===== config.mk =====
export PLATFORM = sky130hd
export DESIGN_NAME = pc_sequencer
export DESIGN_NICKNAME = d
export VERILOG_FILES = /design/src/rtl/pc_sequencer.sv
export SDC_FILE = /design/constraint.sdc
export NUM_CORES = 1
export LEC_CHECK = 0
export CAP_MARGIN = 20
export CORE_MARGIN = 2
export CORE_UTILIZATION = 35
export CTS_CLUSTER_DIAMETER = 150
export DETAILED_ROUTE_END_ITERATION = 8
export GPL_TIMING_DRIVEN = 1
export SLEW_MARGIN = 15
export SYNTH_ARGS = -nofsm -noshare
export SYNTH_HDL_FRONTEND = slang
export SYNTH_SLANG_ARGS = --single-unit

===== constraint.sdc =====
create_clock -name clk -period 1.9 [get_ports clk]
set_input_delay 0.57 -clock clk [delete_from_list [all_inputs] [get_ports clk]]
set_output_delay 0.57 -clock clk [all_outputs]
set_load 0.02 [all_outputs]

===== src/rtl/pc_sequencer.sv =====
// Multi-cycle FETCH/DECODE/EXEC/MEM/WB sequencer owning PC, IR and the label table; 3-5 cycles per instruction.
// Data-memory stalls hold MEM with dmem_req_o raised until dmem_ack_i; start_i is honoured only in IDLE or HALT.
module pc_sequencer #(
  parameter int PC_W  = 8,
  parameter int LBL_N = 16,
  parameter int CNT_W = 16
) (
  input  logic             clk,
  input  logic             rst_n,
  input  logic             start_i,
  output logic [PC_W-1:0]  imem_addr_o,
  input  logic [7:0]       imem_data_i,
  output logic [7:0]       ir_o,
  input  logic [3:0]       alu_op_i,
  input  logic [3:0]       branch_addr_i,
  input  logic             mem_read_i,
  input  logic             mem_write_i,
  input  logic             label_read_i,
  input  logic             label_write_i,
  input  logic             reg_write_i,
  input  logic             halt_i,
  input  logic             zero_i,
  output logic             dmem_req_o,
  output logic             dmem_we_o,
  input  logic             dmem_ack_i,
  output logic             reg_we_o,
  output logic             busy_o,
  output logic             done_o,
  output logic [CNT_W-1:0] cycle_cnt_o
);

  typedef enum logic [2:0] {
    IDLE   = 3'd0,
    FETCH  = 3'd1,
    DECODE = 3'd2,
    EXEC   = 3'd3,
    MEM    = 3'd4,
    WB     = 3'd5,
    HALT   = 3'd6
  } state_t;

  state_t           state;
  logic [PC_W-1:0]  pc;
  logic [7:0]       ir;
  logic [PC_W-1:0]  labelTbl [LBL_N];
  logic [CNT_W-1:0] cycleCnt;

  logic [PC_W-1:0]  pcInc;
  logic             inRun;
  logic             branchTaken;

  assign pcInc       = pc + 1'b1;
  assign inRun       = (state == FETCH) || (state == DECODE) || (state == EXEC) ||
                       (state == MEM) || (state == WB);
  assign branchTaken = (alu_op_i == 4'b1011) || ((alu_op_i == 4'b0101) && zero_i);

  always_ff @(posedge clk or negedge rst_n) begin
    if (!rst_n) begin
      state    <= IDLE;
      pc       <= '0;
      ir       <= '0;
      cycleCnt <= '0;
      for (int i = 0; i < LBL_N; i++) labelTbl[i] <= '0;
    end else begin
      if (inRun && (cycleCnt != '1)) cycleCnt <= cycleCnt + 1'b1;
      case (state)
        IDLE, HALT: begin
          if (start_i) begin
            state    <= FETCH;
            pc       <= '0;
            cycleCnt <= '0;
          end
        end
        FETCH:  state <= DECODE;
        DECODE: begin
          ir    <= imem_data_i;
          state <= EXEC;
        end
        EXEC: begin
          // Decoder flags are mutually prioritised; halt wins, undefined opcodes fall through as nop.
          if (halt_i) begin
            state <= HALT;
          end else if (mem_read_i || mem_write_i) begin
            state <= MEM;
          end else if (label_read_i) begin
            pc    <= branchTaken ? labelTbl[branch_addr_i] : pcInc;
            state <= FETCH;
          end else if (label_write_i) begin
            labelTbl[ir[3:0]] <= pcInc;
            pc                <= pcInc;
            state             <= FETCH;
          end else if (reg_write_i) begin
            state <= WB;
          end else begin
            pc    <= pcInc;
            state <= FETCH;
          end
        end
        MEM: begin
          if (dmem_ack_i) begin
            if (mem_read_i) begin
              state <= WB;
            end else begin
              pc    <= pcInc;
              state <= FETCH;
            end
          end
        end
        WB: begin
          pc    <= pcInc;
          state <= FETCH;
        end
        default: state <= IDLE;
      endcase
    end
  end

  assign imem_addr_o = pc;
  assign ir_o        = ir;
  assign dmem_req_o  = (state == MEM);
  assign dmem_we_o   = (state == MEM) && mem_write_i;
  assign reg_we_o    = (state == WB);
  assign busy_o      = inRun;
  assign done_o      = (state == HALT);
  assign cycle_cnt_o = cycleCnt;

endmodule


### Word-level counts from Yosys, hierarchy flattened

Index checks and enable logic that the tools add are counted.

* flip-flop bits (word level): 163
* output and inout bits: 37
* word-level logic and storage cells: 89

* $add $sub $neg: 2
* $lt $le $gt $ge: 3
* equality and inequality tests: 15
* multiplexer cells: 28
* bitwise gates (word level): 5
* reduce and logical (&&, ||, !) cells: 16

Operators by type and width (count)
* $bwmux W128: 1
* $mux W8: 12
* $mux W16: 3
* $bmux W8 S4: 1
* $demux W8 S4: 1
* $pmux W8 S4: 1
* $mux W3: 8
* $pmux W3 S6: 1
* $add A16 B1 Y16 const B: 1
* $ne A16 B16 Y1 const B: 1
* $ge A5 B5 Y1 const B: 2
* $not A4 Y5: 2
* $eq A3 B3 Y1 const B: 3
* $add A8 B1 Y8 const B: 1
* $ne A2 B2 Y1 const B: 4
* $reduce_and A7 Y1: 1
* $eq A3 B2 Y1 const B: 2
* $logic_or A1 B1 Y1: 6
* $lt A5 B1 Y1 const B: 1
* $reduce_and A5 Y1: 1
* $eq A4 B3 Y1 const B: 1
* $eq A4 B4 Y1 const B: 1
* $logic_and A1 B1 Y1: 4
* $ne A4 B4 Y1 const B: 1
* 7 further kinds: 9

### Longest topological paths before layout

* depth after elaboration: 9
* mapped depth: 8
* gate-level depth less buffers: 6

### Worst setup path after synthesis

OpenSTA, ideal clock, no wires.

* path type: input-to-reg
* from: input branch_addr_i[0]
* to: register pc[3], in the netlist imem_addr_o[3]
* library setup time: 0.126 ns
* arrival: 2.094 ns
* setup slack: -0.320 ns
* stages: 6
* path buffers: 2
* cell sequence: buf_4 -> buf_2 -> mux4_2 -> a22oi_1 -> o21ai_0 -> a221o_1

* longest elaborated chain between the ends: 9

RTL lines
* start, declared: RTL line 15 `input logic [3:0] branch_addr_i,`
* $not A4 Y5 (not written as such): RTL line 86 `pc <= branchTaken ? labelTbl[branch_addr_i] : pcInc;`
* $bmux W8 S4: RTL line 86
* $mux W8 (not written as such) (2 in series): RTL line 86
* $mux W8: RTL line 86
* $mux W8: RTL line 85 `end else if (label_read_i) begin`
* $mux W8: RTL line 83 `end else if (mem_read_i || mem_write_i) begin`
* $mux W8: RTL line 81 `if (halt_i) begin`
* $pmux W8 S4: RTL line 66 `case (state)`
* end signal, assigned: RTL line 86
* end signal, assigned: RTL line 90 `pc <= pcInc;`
* end signal, assigned: RTL line 95 `pc <= pcInc;`
* end, declared: RTL line 43 `logic [PC_W-1:0] pc;`

Every way passes these cells. The select of a mux whose other input is x is not followed.
A chain may end at the register's enable or synchronous reset.

### Worst setup path in the final report

* from: register state[1]
* to: register labelTbl[49] in the netlist's numbering

* longest elaborated chain between the ends: 2

RTL lines
* start, declared: RTL line 42 `state_t state;`
* start signal, assigned: RTL line 59 `state <= IDLE;`
* start signal, assigned: RTL line 69 `state <= FETCH;`
* start signal, assigned: RTL line 74 `FETCH: state <= DECODE;`
* $eq A3 B2 Y1: RTL line 66
* $reduce_and A5 Y1 (no source line)
* end signal, assigned by index: RTL line 89 `labelTbl[ir[3:0]] <= pcInc;`
* end, declared: RTL line 45 `logic [PC_W-1:0] labelTbl [LBL_N];`

Every way passes these cells.

==> impl_metrics.env <==
export IMPL_outcome="finished, violations left"
export IMPL_violations="setup timing"
export IMPL_grt_pass1_vias=6311
export IMPL_slew_viol_final=0
export IMPL_drt_iter0_markers=397
export IMPL_yosysTopAreaCellShare_pct=52.3
export IMPL_r2r_slack_ns=-0.27
export IMPL_crit_arrival_ns=2.49
export IMPL_regArea_um2=4080
export IMPL_cp_max_fo=7
export IMPL_place_inst=1135
export IMPL_fin_worst_skew_ns=0.0136
export IMPL_syn_inst=723
export IMPL_finalSetupViolations=141
export IMPL_timing_final_crit_share_pct=114
export IMPL_synth_edff_count=0
export IMPL_relSlewSlack_pct=68.6
export IMPL_cts_max_level=4
export IMPL_viasPerCell=5.38
export IMPL_worst_slew_pin_slew_ns=0.470
export IMPL_peakVddDrop_v=0.000452
export IMPL_fin_cells=1204
export IMPL_dp_hpwl_um=15000
export IMPL_dieArea_um2=23500
export IMPL_antenna_found_initial=0
export IMPL_antenna_left=0
export IMPL_synth_top_cells_by_count="163 x dfrtp_1, 129 x nand2_1, 80 x o21ai_0, 43 x o21ai_1, 28 x mux4_2"
export IMPL_maxCapViolCount=0
export IMPL_die_y_um=153
export IMPL_hold_viol_final=0
export IMPL_fillers=1893
export IMPL_critPathCaptureType="flip-flop"
export IMPL_final_layout_size_suffix_gt1_share_pct=45.7
export IMPL_track_usage_pct=19.2
export IMPL_gp_congestion=0.833
export IMPL_num_vias=6476
export IMPL_synth_cell_types=56
export IMPL_drtPass1Iterations=4
export IMPL_cts_clk_slew_worst_paths_ns=0.07
export IMPL_clk_path_buf_depth=2
export IMPL_cts_hold_buf=0
export IMPL_area_delta_synth_final_pct=45.9
export IMPL_rows=54
export IMPL_min_path_type="primary input to async pin"
export IMPL_grt_pass1_wl_um=35600
export IMPL_io_buffers=63
export IMPL_final_nets=940
export IMPL_cp_start_kind="flip-flop"
export IMPL_p_leak_nw=5.00
export IMPL_rsz0062_at_grt="yes"
export IMPL_wl_um=23100
export IMPL_synth_avg_cell_area_um2=10.8
export IMPL_postPlaceCellArea_um2=9550
export IMPL_ys_ff_latch=163
export IMPL_synthArstFlopShare_pct=100
export IMPL_crit_type="flip-flop to flip-flop"
export IMPL_grt_ovfl_total=0
export IMPL_die_w_um=153
export IMPL_drc=0
export IMPL_clock_fmax_mhz=461
export IMPL_start_util_pct=35.7
export IMPL_yosys_area_top_type="dfrtp_1"
export IMPL_synthTopCellsByArea="dfrtp_1 52%, mux4_2 8.1%, nand2_1 6.2%, o21ai_0 5.1%, o21ai_1 2.8%"
export IMPL_multi_input_area_um2=4140
export IMPL_worst_slack_ns=-0.271
export IMPL_finalCriticalPeriod_ns=2.17
export IMPL_core_area_um2=21800
export IMPL_synthFlopType="dfrtp_1"
export IMPL_numCtsBuffers=17
export IMPL_io_pins=64
export IMPL_n_antenna_cell=0
export IMPL_yosysSeqAreaShare_pct=52.3
export IMPL_synth_area_um2=7790
export IMPL_yosysWarningCount=0
export IMPL_wl_per_cell_um=19.2
export IMPL_synth_most_common_cell="dfrtp_1"
export IMPL_syn_num_nets=752
export IMPL_fin_area_um2=11400
export IMPL_cts_sinks=163
export IMPL_grt_max_degree=44
export IMPL_clkLatencyLatePin_ns=0.44
export IMPL_required_ns=2.22
export IMPL_power_density_nw_per_um2=988
export IMPL_root_buffer="clkbuf_16"
export IMPL_cts_tree="built"
-- logic make-up (layout without fill, tap and decap cells) --
group,Yosys count,in the layout,share of synthesized area (%)
mux,69,69,14.1
flops,163,163,52.3
buf+inv,60,260,3.60
compound gates,172,172,12.8
fa+ha+maj,2,2,0.321
simple gates,240,241,15.0
xor+xnor,17,17,1.91
-- path summary, 6_finish.rpt --
path | endpoint | from | cells past startpoint
worst max-delay path | labelTbl[49] | state[1] | 9
worst max register to register | labelTbl[49] | state[1] | 9
worst min register to register | labelTbl[96] | labelTbl[96] | 2
min in group clk | labelTbl[96] | labelTbl[96] | 2
worst min-delay path | labelTbl[114] | rst_n | 1
max in group asynchronous | cycle_cnt_o[8] | rst_n | 2
-- cell type report --
class | count | area share (%)
timing repair buffer | 220 | 19.3
sequential | 163 | 35.9
multi-input combinational | 501 | 36.4
tap | 280 | 3.08
clock buffer | 18 | 3.86
clock inverter | 14 | 1.25
inverter | 8 | 0.264
-- layer usage --
layer / GRT usage (%) / share of wire, % / vias to the layer above
met5: 0 / 0 / -
met4: 5.73 / 1.5 / 0
met3: 3.43 / 4.8 / 27
met2: 31.0 / 49 / 161
met1: 26.6 / 45 / 3285
li1: - / - / 3003
-- layout by cell type, fill, tap and decap left out, types with 16 or more instances in the layout --
| cell | n |
|---|---|
| dfrtp_1 | 160 |
| o21ai_1 | 75 |
| mux2i_1 | 17 |
| dlygate4sd2_1 | 37 |
| nand2_1 | 46 |
| nor2_1 | 23 |
| mux4_2 | 28 |
| clkdlybuf4s50_1 | 16 |
| buf_4 | 87 |
| clkbuf_16 | 21 |
| o21ai_2 | 39 |
| buf_6 | 57 |
| nand2_2 | 75 |
-- stage by stage --
stage	util, %	TNS (ns)	hold slack, ns	setup slack (ns)	power [mW]
after floorplan	-	-2.34	0.274	-0.133	5.64
after global routing	52.1	-28.27	0.0733	-0.317	11.8
after detailed placement	43.8	-94.83	0.467	-0.791	7.19
after CTS	48.9	-10.60	0.0697	-0.219	11.1
after global placement	43.8	-93.26	0.457	-0.756	7.16
final	52.1	-19.12	0.0610	-0.271	11.2
-- critical path: stages, from the launching register on --
cell      delay, ns
dfrtp_1        0.43
buf_6          0.13
buf_6          0.08
nor4b_4        0.19
buf_6          0.16
buf_6          0.12
and4_4         0.30
nand3b_1       0.18
buf_6          0.18
mux2_4         0.30
-- what timing repair did --
item	in CTS	in global routing
setup endpoints to repair	173	148
buffers inserted	16	12
endpoints found under the hold margin	0	0
resized for setup	218	172
gates cloned	6	6
pin swaps	55	41
-- flip-flops by register name (all words and copies together) (netlist names) --
name and count:
labelTbl 128, imem_addr_o 8, cycle_cnt_o 16, state 3, ir_o 8
-- power breakdown --
group          internal, mW  switching, mW  leakage (nW)  total (mW)
clock network          1.87           1.56         0.284        3.44
logic                  1.81           1.94          2.48        3.75
registers              3.76          0.292          2.24        4.05
total                  7.44           3.80          5.00        11.2
Power figures use the tool's default switching activity.
